## src/rtl/prefix_adder_pipe.sv

```systemverilog
// Pipelined Sklansky prefix adder/subtractor with valid/ready handshake.
// A single global enable stalls every stage while the output beat is not taken.
module prefix_adder_pipe #(
    parameter int unsigned WIDTH      = 32,
    parameter int unsigned PIPE_EVERY = 2
) (
    input  logic             clk,
    input  logic             reset,
    input  logic             in_valid,
    output logic             in_ready,
    input  logic [WIDTH-1:0] a,
    input  logic [WIDTH-1:0] b,
    input  logic             cin,
    input  logic             sub,
    output logic             out_valid,
    input  logic             out_ready,
    output logic [WIDTH-1:0] s,
    output logic             cout,
    output logic             ovf
);
    localparam int unsigned LEVELS = $clog2(WIDTH);

    logic w_en;
    assign w_en     = !(out_valid && !out_ready);
    assign in_ready = w_en;

    // Carry-in is folded into bit 0's generate so the tree stays a power of two;
    // the raw propagate still travels for the sum XOR.
    logic [WIDTH-1:0] w_beff;
    logic [WIDTH-1:0] w_p0;
    logic [WIDTH-1:0] w_g0;
    logic             w_c0;
    always_comb begin
        w_beff  = sub ? ~b : b;
        w_c0    = sub ? 1'b1 : cin;
        w_p0    = a ^ w_beff;
        w_g0    = a & w_beff;
        w_g0[0] = w_g0[0] | (w_p0[0] & w_c0);
    end

    logic [WIDTH-1:0] r_g0;
    logic [WIDTH-1:0] r_p0;
    logic             r_c00;
    logic             r_v0;
    always_ff @(posedge clk) begin
        if (reset) begin
            r_v0 <= 1'b0;
        end else if (w_en) begin
            r_v0  <= in_valid;
            r_g0  <= w_g0;
            r_p0  <= w_p0;
            r_c00 <= w_c0;
        end
    end

    logic [LEVELS:0][WIDTH-1:0] w_G;
    logic [LEVELS:0][WIDTH-1:0] w_P;
    logic [LEVELS:0][WIDTH-1:0] w_ps;
    logic [LEVELS:0]            w_c0s;
    logic [LEVELS:0]            w_v;

    assign w_G[0]   = r_g0;
    assign w_P[0]   = r_p0;
    assign w_ps[0]  = r_p0;
    assign w_c0s[0] = r_c00;
    assign w_v[0]   = r_v0;

    for (genvar k = 1; k <= LEVELS; k++) begin : g_lvl
        logic [WIDTH-1:0] w_gn;
        logic [WIDTH-1:0] w_pn;

        for (genvar i = 0; i < WIDTH; i++) begin : g_bit
            if (((i >> (k - 1)) & 1) == 1) begin : g_comb
                localparam int J = ((i >> (k - 1)) << (k - 1)) - 1;
                assign w_gn[i] = w_G[k-1][i] | (w_P[k-1][i] & w_G[k-1][J]);
                assign w_pn[i] = w_P[k-1][i] & w_P[k-1][J];
            end else begin : g_pass
                assign w_gn[i] = w_G[k-1][i];
                assign w_pn[i] = w_P[k-1][i];
            end
        end

        if (((k % PIPE_EVERY) == 0) && (k < LEVELS)) begin : g_reg
            logic [WIDTH-1:0] r_g;
            logic [WIDTH-1:0] r_p;
            logic [WIDTH-1:0] r_ps;
            logic             r_c0;
            logic             r_v;
            always_ff @(posedge clk) begin
                if (reset) begin
                    r_v <= 1'b0;
                end else if (w_en) begin
                    r_v  <= w_v[k-1];
                    r_g  <= w_gn;
                    r_p  <= w_pn;
                    r_ps <= w_ps[k-1];
                    r_c0 <= w_c0s[k-1];
                end
            end
            assign w_G[k]   = r_g;
            assign w_P[k]   = r_p;
            assign w_ps[k]  = r_ps;
            assign w_c0s[k] = r_c0;
            assign w_v[k]   = r_v;
        end else begin : g_wire
            assign w_G[k]   = w_gn;
            assign w_P[k]   = w_pn;
            assign w_ps[k]  = w_ps[k-1];
            assign w_c0s[k] = w_c0s[k-1];
            assign w_v[k]   = w_v[k-1];
        end
    end

    // Group propagate of the last level has no consumer.
    logic [WIDTH-1:0] w_unused_p;
    assign w_unused_p = w_P[LEVELS];

    logic [WIDTH-1:0] w_carry;
    logic [WIDTH-1:0] w_s;
    logic             w_cout;
    logic             w_ovf;
    always_comb begin
        w_carry = {w_G[LEVELS][WIDTH-2:0], w_c0s[LEVELS]};
        w_s     = w_ps[LEVELS] ^ w_carry;
        w_cout  = w_G[LEVELS][WIDTH-1];
        w_ovf   = w_G[LEVELS][WIDTH-2] ^ w_G[LEVELS][WIDTH-1];
    end

    logic [WIDTH-1:0] r_s;
    logic             r_cout;
    logic             r_ovf;
    logic             r_out_valid;
    always_ff @(posedge clk) begin
        if (reset) begin
            r_out_valid <= 1'b0;
            r_s         <= '0;
            r_cout      <= 1'b0;
            r_ovf       <= 1'b0;
        end else if (w_en) begin
            r_out_valid <= w_v[LEVELS];
            r_s         <= w_s;
            r_cout      <= w_cout;
            r_ovf       <= w_ovf;
        end
    end

    assign out_valid = r_out_valid;
    assign s         = r_s;
    assign cout      = r_cout;
    assign ovf       = r_ovf;
endmodule

```

## config.mk

```make
export PLATFORM = sky130hd
export DESIGN_NAME = prefix_adder_pipe
export DESIGN_NICKNAME = d
export VERILOG_FILES = /design/src/rtl/prefix_adder_pipe.sv
export SDC_FILE = /design/constraint.sdc
export NUM_CORES = 1
export LEC_CHECK = 0
export CAP_MARGIN = 20
export CORE_MARGIN = 10
export CORE_UTILIZATION = 35
export DETAILED_ROUTE_END_ITERATION = 10
export DONT_BUFFER_PORTS = 1
export PLACE_DENSITY_LB_ADDON = 0.08
export SETUP_SLACK_MARGIN = 0.02
export SYNTH_ARGS = -nofsm -noshare
export SYNTH_HDL_FRONTEND = slang
export SYNTH_SLANG_ARGS = --single-unit
```

## constraint.sdc

```tcl
create_clock -name clk -period 16.5 [get_ports clk]
set_input_delay 3.3 -clock clk [delete_from_list [all_inputs] [get_ports clk]]
set_output_delay 3.3 -clock clk [all_outputs]
set_load 0.005 [all_outputs]
```

# After elaboration in Yosys (flattened, before gate mapping)
# Index checks and enable logic that the tools add are counted.
[word_totals]
output_inout_bits = 36
regBits = 297
[op_classes]
n_reduce_logical = 4
n_bitwise = 233
muxes = 2
[ops]
columns = ["cell", "count"]
rows = [
  ["1-bit AND", 145],
  ["1-bit OR", 81],
  ["32-bit bitwise XOR", 2],
  ["32-bit AND", 1],
  ["32-bit 2-to-1 mux", 1],
  ["32-bit inverter", 1],
  ["1-bit logical NOT", 2],
  ["1-bit inverter", 2],
  ["2-bit AND reduction", 1],
  ["1-bit logical AND", 1],
  ["1-bit 2-to-1 mux", 1],
  ["1-bit bitwise XOR", 1],
]

# Depth between registers and ports, before layout
# Gate-level depths: netlist of run 1.
[depth]
word_depth = 5
depth_mapped = 5

# Least setup slack after synthesis of run 1
# OpenSTA, ideal clock, no wires.
[synth_path]
path_kind = "in2reg"
startpoint = "input port reset"
endpoint = "register g_lvl[2].g_reg.r_c0 (enable)"
required_ns = 15.917
slack_ns = 7.766
n_path_buf = 1
arrival_time_ns = 8.151
stages = 3
cell_sequence = "nand2b_2 -> buf_2 -> inv_1"
[synth_via]
elab_chain_len = 2
[synth_lines]
columns = ["element", "line_no", "source"]
rows = [
  ["from (decl)", "8", "input logic reset,"],
  ["1-bit inverter (no line)", "-", ""],
  ["2-bit AND reduction (no line)", "-", ""],
  ["to (signal assigned)", "97", "r_c0 <= w_c0s[k-1];"],
  ["to (decl)", "87", "logic r_c0;"],
]
# No other way between the ends.
# A chain may end at the register's enable or synchronous reset.

# Worst setup path after layout of run 1
[layout_path]
startpoint = "input port out_ready"
endpoint = "output port in_ready"
[layout_via]
elab_chain_len = 3
[layout_lines]
columns = ["element", "line_no", "source"]
rows = [
  ["from (decl)", "16", "input logic out_ready,"],
  ["1-bit logical NOT", "24", "assign w_en = !(out_valid && !out_ready);"],
  ["1-bit logical AND", "24", ""],
  ["1-bit logical NOT", "24", ""],
  ["to (decl)", "10", "output logic in_ready,"],
]
# No other way between the ends.

==> flow_summary.ini, run 1 <==
[run_status]
status = complete, no violations

[route]
via_per_inst = 4.39
route.vias.total = 4307
drc = 0
wirelength_um = 16200
drt_iter0_markers = 169
postRouteAntennaNets = 0
wl_per_cell_um = 16.5
drt-pass1-iter-count = 6

[pwr]
total_power_mw = 1.52
power.leakage_nw = 4.17
pwr_density_cell_nw_per_um2 = 135
peakVddDrop_v = 0.0000682

[sta]
fmax_ghz = 0.135
fin_skew_ns = 0.0119
setup-violations-final = 0
slew_violations = 0
rsz0062_at_grt = false
timing_worst_slew_pin_value_ns = 0.754
hold_ws_ns = 0.414
slew_headroom_pct = 49.7
period_minus_slack_ns = 7.43
setup_tns_ns = 0
finalHoldViolCount = 0
fin_crit_sh_pct = 45.0

[floorplanning]
rows = 61
start_util_pct = 35.6
die-area_um2 = 35600
io_pins = 106
fp.dieH_um = 189
die_w_um = 189
coreArea_um2 = 27900

[global_route]
grt_overflow_total = 0
grt_pass1_vias = 4552
grt_pass1_wl_um = 25500
grt_antenna_before_repair = 0
grt_usage_pct = 8.90
grt_max_degree = 170

[setup_path]
end_kind = primary output
r2r_setup_slack_ns = 13.21
r2r_end = g_lvl[2].g_reg.r_ps[9]$_DFFE_PP_
reg2regPathDepth = 6
critPathKind = in2out
crit_buf_inv = 1
slowest_stage = nor2b_4
r2r-start = out_valid$_SDFFE_PP0N_
crit_chain = nor2b_4 -> inv_4
worstSetupStartpointType = input port
arrival_ns = 4.13
crit_family = simple AND/OR/NAND/NOR gates
required_ns = 13.20
critPathMaxStageDelay_ns = 0.47
crit_fanout = 43

[cells_and_area]
fin_nets = 686
syn_to_final_growth_pct = 13.6
n_antenna_cell = 0
drive_gt1_share_pct = 9.62

[clocking]
cts_buffer_depth = 3
cts_tree = done
post_cts_resized = 0
hold_buffers = 0
post_cts_buffers = 0
clkLatencyLatePin_ns = 0.53
htree_levels = 1
cts.sinks = 269
clk_pin_slew_ns = 0.06
cts_buffers = 28
clockRootBuffer = clkbuf_16

[synthesis]
syn_area_um2 = 9950
synth_warnings = 0
syn-num-nets = 669
syn_inst = 566
synth_cell_types = 28
ys_ff_latch = 269
postSynthAreaPerCell_um2 = 17.6
ys_seq_area_share_pct = 77.4

[min_path]
hold_class = reg2reg
hold_end = g_lvl[4].g_reg.r_ps[5]$_DFFE_PP_
hp-start = g_lvl[2].g_reg.r_ps[5]$_DFFE_PP_
whs_path_depth = 0

[place]
placement.io_buffers = 0
place.gp.congestion = 0.749
dpl.hpwl_um = 10600

[job]
cap_violations = 0
==> logic make-up after synthesis <==
group	Yosys count	synth area share [%]
xor gates and xnor gates	63	5.55
AOI/OAI and AO/OA	102	7.32
and+or+nand+nor	81	4.63
DFF	269	77.4
adders and majority gates	33	4.15
buffers and inverters	18	1.01
==> cell usage after synthesis <==
cell | instances | area [um2]
edfxtp_1 | 231 | 6940
a21o_1 | 49 | 368
xor2_1 | 46 | 403
dfxtp_1 | 38 | 761
ha_1 | 33 | 413
and2_1 | 22 | 138
nor2_1 | 20 | 75.1
a211oi_1 | 17 | 128
xnor2_1 | 17 | 149
nand3b_1 | 14 | 105
o21ai_1 | 14 | 70.1
a21oi_2 | 12 | 105
and3_1 | 11 | 68.8
buf_2 | 9 | 45.0
nand2_1 | 9 | 33.8
a21oi_1 | 8 | 40.0
buf_4 | 3 | 22.5
clkbuf_1 | 3 | 11.3
a211oi_2 | 1 | 12.5
buf_6 | 1 | 11.3
inv_1 | 1 | 3.75
inv_4 | 1 | 6.26
nand2b_2 | 1 | 8.76
nand3_1 | 1 | 5.00
nor2b_4 | 1 | 13.8
o21ai_0 | 1 | 5.00
or2_1 | 1 | 6.26
or3_1 | 1 | 6.26
==> per-stage QoR <==
step	setup slack (ns)	instance area [um2]	util (%)	cells
3_5_place_dp	9.08	10400	37.1	930
3_3_place_gp	9.15	10400	37.1	930
2_1_floorplan	7.77	9950	-	566
5_1_grt	8.98	11300	40.5	981
4_1_cts	9.08	11300	40.4	980
6_report	9.07	11300	40.5	981
==> worst max-delay path by stage <==
stage,from,end,cells after the start,slack [ns]
final,out_ready,in_ready,2,9.07
after global routing,out_ready,in_ready,2,8.98
after CTS,out_ready,in_ready,2,9.08
after detailed placement,out_ready,in_ready,2,9.08
after global placement,out_ready,in_ready,2,9.15
after floorplan,reset,g_lvl[2].g_reg.r_c0$_DFFE_PP_,3,7.77
==> placed cells by master, fill, tap and decap left out, types with 2 or more instances in the layout <==
| master | instances |
|---|---|
| edfxtp_1 | 231 |
| a21o_1 | 49 |
| xor2_1 | 46 |
| dfxtp_1 | 38 |
| ha_1 | 33 |
| clkbuf_16 | 29 |
| and2_1 | 22 |
| nor2_1 | 20 |
| xnor2_1 | 17 |
| a211oi_1 | 17 |
| nand3b_1 | 14 |
| o21ai_1 | 14 |
| a21oi_2 | 12 |
| and3_1 | 11 |
| nand2_1 | 9 |
| clkinv_1 | 9 |
| a21oi_1 | 8 |
| bufinv_16 | 4 |
| clkbuf_1 | 3 |
| clkinv_2 | 3 |
| clkinvlp_4 | 2 |
| buf_4 | 2 |
==> layer usage <==
layer	vias up	GRT usage (%)	wire, um
li1	2165	-	-
met1	2023	10.9	6740
met2	93	14.6	7860
met3	26	2.94	1300
met4	0	2.78	290
met5	-	0	0
==> where the power goes <==
group	total, mW	switching (mW)	internal, mW	leakage (nW)
Sequential	0.837	0.0285	0.809	2.59
Combinational	0.0691	0.0378	0.0313	1.14
Clock	0.618	0.239	0.379	0.444
Total	1.52	0.305	1.22	4.17
==> final cells by class <==
class                           instances  area, um2
Sequential cell                       269       7700
Inverter                                2       17.5
Timing Repair Buffer                    3       42.5
Multi-Input combinational cell        279       2150
Clock buffer                           32        737
Tap cell                              378        473
Clock inverter                         18        184
Fill cell                            2572      16600
==> sequential cells by signal (all words and copies together), names as in the netlist <==
signal and count:
g_lvl.g_reg.r_g 64, g_lvl.g_reg.r_ps 54, g_lvl.g_reg.r_p 46, r_g0 32
r_p0 32, s 32, g_lvl.g_reg.r_c0 2, g_lvl.g_reg.r_v 2
cout 1, out_valid 1, ovf 1, r_c00 1
r_v0 1
No activity file was read; power rests on OpenSTA's default activity.
==> run 2: changes to the inputs <==
- clock period: 16.5 -> 6.25 ns (I/O delays scaled with it)
==> flow_summary.ini, run 2 (same netlist as run 1, synthesis figures left out) <==
[setup_path]
critPathKind = in2reg
end_kind = register
worstSetupStartpointType = input port
crit_family = buffers and inverters
r2r-start = out_valid$_SDFFE_PP0N_
critPathMaxStageDelay_ns = 0.57
required_ns = 6.46
r2r_end = g_lvl[4].g_reg.r_g[30]$_DFFE_PP_
slowest_stage = clkinvlp_4
crit_chain = nor2b_4 -> inv_4 -> nand2b_2 -> clkinvlp_4 -> buf_4
crit_fanout = 52
reg2regPathDepth = 5
r2r_setup_slack_ns = 3.22
crit_buf_inv = 3
arrival_ns = 3.56

[clocking]
hold_buffers = 0
cts.sinks = 269
cts_tree = done
post_cts_resized = 0
post_cts_buffers = 0
cts_buffers = 29
htree_levels = 1
clockRootBuffer = clkbuf_16
clkLatencyLatePin_ns = 0.53
cts_buffer_depth = 3
clk_pin_slew_ns = 0.06

[cells_and_area]
fin_cells = 986
fin_nets = 688
finalInstanceArea_um2 = 11300
layout_commonest_cell = edfxtp_1
fillCellCount = 2566
n_antenna_cell = 0
largest_reg_flops = 64
top_register = g_lvl.g_reg.r_g
syn_to_final_growth_pct = 13.2
final_cell_mix = edfxtp_1, a21o_1, xor2_1
largestRegisters = g_lvl.g_reg.r_g (64), g_lvl.g_reg.r_ps (54), g_lvl.g_reg.r_p (46)
drive_gt1_share_pct = 9.87

[sta]
fmax_ghz = 0.298
rsz0062_at_grt = false
hold_ws_ns = 0.415
fin_crit_sh_pct = 53.6
fin_skew_ns = 0.0117
setup_tns_ns = 0
timing_worst_slew_pin_value_ns = 0.632
slew_headroom_pct = 57.8
slew_violations = 0
setup_ws_ns = 2.90
finalHoldViolCount = 0
setup-violations-final = 0
period_minus_slack_ns = 3.35

[route]
wl_per_cell_um = 16.3
drt-pass1-iter-count = 4
route.vias.total = 4287
drc = 0
via_per_inst = 4.35
postRouteAntennaNets = 0
wirelength_um = 16100
drt_iter0_markers = 219

[global_route]
grt_pass1_vias = 4585
grt_usage_pct = 8.82
grt_antenna_before_repair = 0
grt_pass1_wl_um = 25000
grt_overflow_total = 0
grt_max_degree = 124

[run_status]
status = complete, no violations

[pwr]
pwr_density_cell_nw_per_um2 = 351
peakVddDrop_v = 0.000192
power.leakage_nw = 4.15

[place]
dp.cells = 932
dpl.hpwl_um = 10800
placement.io_buffers = 0
place.gp.congestion = 0.733
placed_cell_area_um2 = 10400
post-place-ws_ns = 2.30

[min_path]
hold_class = reg2reg
hp-start = g_lvl[2].g_reg.r_ps[11]$_DFFE_PP_
whs_path_depth = 0
hold_end = g_lvl[4].g_reg.r_ps[11]$_DFFE_PP_

[floorplanning]
start_util_pct = 35.6
io_pins = 106
coreArea_um2 = 27900
rows = 61
fp.dieH_um = 189
die_w_um = 189
die-area_um2 = 35600

[job]
cap_violations = 0
[run 2: worst max-delay path by stage]
stage                          from                                 to  slack, ns  depth (start not counted)
after floorplan           out_ready      g_lvl[2].g_reg.r_c0$_DFFE_PP_       0.67                          5
after global placement    out_ready    g_lvl[4].g_reg.r_g[1]$_DFFE_PP_       2.42                          5
after detailed placement  out_ready   g_lvl[4].g_reg.r_ps[1]$_DFFE_PP_       2.30                          5
after CTS                 out_ready  g_lvl[4].g_reg.r_ps[14]$_DFFE_PP_       2.87                          5
after global routing      out_ready   g_lvl[4].g_reg.r_p[30]$_DFFE_PP_       2.66                          5
final                     out_ready   g_lvl[4].g_reg.r_g[30]$_DFFE_PP_       2.90                          5
[run 2: cell type report]
class | count | area [um2] | area share [%]
Clock buffer | 43 | 798 | 7.09
Clock inverter | 11 | 82.6 | 0.733
Inverter | 2 | 13.8 | 0.122
Multi-Input combinational cell | 279 | 2150 | 19.1
Sequential cell | 269 | 7700 | 68.4
Tap cell | 378 | 473 | 4.20
Timing Repair Buffer | 4 | 42.5 | 0.378
[run 2: report_power, final]
part	internal, mW	switching [mW]
registers	2.14	0.0748
clock network	0.921	0.637
logic	0.0822	0.101
[run 2: per-stage QoR]
| stage | power, mW | utilization (%) |
|---|---|---|
| 2_1_floorplan | 2.38 | - |
| 3_3_place_gp | 2.44 | 37.2 |
| 3_5_place_dp | 2.44 | 37.2 |
| 4_1_cts | 4.02 | 40.3 |
| 5_1_grt | 4.13 | 40.3 |
| 6_report | 3.95 | 40.3 |
[run 2: worst reg2reg max path, stage by stage, from the launching register on]
cell	delay, ns
dfxtp_1	0.35
nor2b_4	0.51
inv_4	0.32
nand2b_2	0.41
clkinvlp_4	0.58
buf_4	0.53
[run 2: routing by layer]
layer	routed length (um)	track usage (%)
met1	6720	10.2
met2	7850	14.9
met3	1070	3.12
met4	421	2.99
met5	0	0
==> patch, RTL diff (settings of run 2) <==
Put one more register stage on the output `ovf`, cleared by the reset. The value now appears one clock later. The other outputs are not delayed to match.
--- a/src/rtl/prefix_adder_pipe.sv
+++ b/src/rtl/prefix_adder_pipe.sv
@@ -147,6 +147,12 @@
     assign out_valid = r_out_valid;
     assign s         = r_s;
     assign cout      = r_cout;
-    assign ovf       = r_ovf;
+    always_ff @(posedge clk) begin
+        if (reset) begin
+            ovf <= '0;
+        end else begin
+            ovf <= r_ovf;
+        end
+    end
 endmodule
 
Check against the original RTL: not equivalent (a bounded check fails within 10 cycles, from zero or initial values and one cycle with reset high).
==> patch against run 2 <==
  * Final area up 1.3%
  * Sequential cell count is 1 higher
  * Total power grew 4.4%
  * Routed wire length up 8.2%
  * Highest routed layer unchanged
  * Via count rose by 3.4%
  * Largest cell class unchanged
  * Fmax up 1.6%
  * Critical path type is now input pin to primary output
  * Worst setup slack better by 0.052 ns
  * Synthesized area rose by 0.29%
==> patch: results (changes against run 2) <==
status: "finished, final reports clean"  # unchanged
largest_registers: "g_lvl.g_reg.r_g: 64 flops, g_lvl.g_reg.r_ps: 54 flops, g_lvl.g_reg.r_p: 46 flops"  # unchanged
post_cts_buffers: 0  # unchanged
cts.clk_slew.worst_paths_ns: 0.05
grt_antenna_before_repair: 0  # unchanged
ys_top_cells_by_area: "edfxtp_1 (70%), dfxtp_1 (7.8%), ha_1 (4.1%), xor2_1 (4.0%), a21o_1 (3.7%)"  # was edfxtp_1 (70%), dfxtp_1 (7.6%), ha_1 (4.1%), xor2_1 (4.0%), a21o_1 (3.7%)
routabilityCongestion: 0.728  # was 0.733
wl_microns: 17400  # was 16100 microns
synthTopCellsByCount: "edfxtp_1 (231), a21o_1 (49), xor2_1 (46), dfxtp_1 (39), ha_1 (33)"  # was edfxtp_1 (231), a21o_1 (49), xor2_1 (46), dfxtp_1 (38), ha_1 (33)
grt.total_usage: 0.0949  # was 0.0882
critPathSlowestCell: "nor2b_4"  # was clkinvlp_4
yosys_warnings: 0  # unchanged
tightest_slew_ns: 0.939  # was 0.632 ns
async_flop_share: 0  # unchanged
drive_gt1_frac: 0.113  # was 0.0987
worstSkewPairLatency_ns: 0.55  # was 0.53 ns
crit_fanout: 42  # was 52
cts_resized: 0  # unchanged
first_iter_violations: 217  # was 219
firstDrtPassIters: 4  # unchanged
hp-class: "register to register"  # unchanged
cts-root-buf: "clkbuf_16"  # unchanged
cts_buffers: 30  # was 29
nets: 693  # was 688
mappedNetlistNets: 671  # was 669
synth_edf_count: 231  # unchanged
critical_path.max_stage_delay_ns: 0.41  # was 0.57 ns
skew_ns: 0.0193  # was 0.0117 ns
grt_pass1_vias: 4709  # was 4585
p_leak_uw: 0.00422  # was 0.00415 uW
hpwl_microns: 11600  # was 10800 microns
clock_path_buffers: 3  # unchanged
grt_max_degree: 66  # was 124
n_antenna_cell: 0  # unchanged
dp_worst_setup_slack_ns: 2.03  # was 2.30 ns
ys_seq_area_frac: 0.773  # was 0.774
synth.distinct_cells: 29  # was 28
io_buffer_count: 0  # unchanged
peakVddDrop_mv: 0.180  # was 0.192 mV
vias: 4434  # was 4287
grt_pass1_wl_microns: 27100  # was 25000 microns
cp_data_arrival_time_ns: 2.05  # was 3.56 ns
cts_max_level: 1  # unchanged
==> patch: metal layers <==
layer,vias up,global-route usage,wire (microns)
met3,34,0.0298,1080
met1,2123,0.120,7800
met2,97,0.153,8170
li1,2180,-,-
met5,-,0,0
met4,0,0.0290,318
==> patch: area by class of cell <==
cell class	instances	area, sq um
fill	2555	16500
sequential	270	7720
multi-input combinational	280	2160
clock buffer	33	762
tap	378	473
clock inverter	20	214
timing repair buffer	6	70.1
inverter	2	11.3
==> patch: cell families after synthesis <==
| family | synth area share |
|---|---|
| xor gates and xnor gates | 0.0553 |
| AOI/OAI and AO/OA | 0.0730 |
| buffers and inverters | 0.0103 |
| and+or+nand+nor | 0.0468 |
| DFF | 0.773 |
| adders and majority gates | 0.0414 |
==> patch: stage by stage <==
step	instance area, sq um	power, uW	util	hold slack, ns	instances
after global routing	11400	4310	0.408	0.418	989
after floorplan	9980	2390	-	0.400	568
final	11400	4130	0.408	0.417	989
after CTS	11400	4200	0.408	0.413	988
after global placement	10400	2450	0.373	0.401	935
after detailed placement	10400	2460	0.373	0.405	935
==> patch: path summary, 6_finish.rpt <==
check                                            start                      to  slack (ns)  depth (start not counted)
worst max register to register               out_valid                r_g0[20]        3.64                          6
worst max-delay path                         out_ready                in_ready        2.95                          3
worst min-delay path            g_lvl[2].g_reg.r_ps[7]  g_lvl[4].g_reg.r_ps[7]        0.42                          0
worst min register to register  g_lvl[2].g_reg.r_ps[7]  g_lvl[4].g_reg.r_ps[7]        0.42                          0
==> patch: critical path, delay by kind of cell <==
| kind | cells | cell delay, ns |
|---|---|---|
| and+or+nand+nor | 1 | 0.41 |
| buffers and inverters | 2 | 0.36 |
==> patch: power breakdown <==
group,internal (uW),switching (uW)
Clock,1040,677
Sequential,2140,83.9
Combinational,85.0,99.8
Total,3270,861
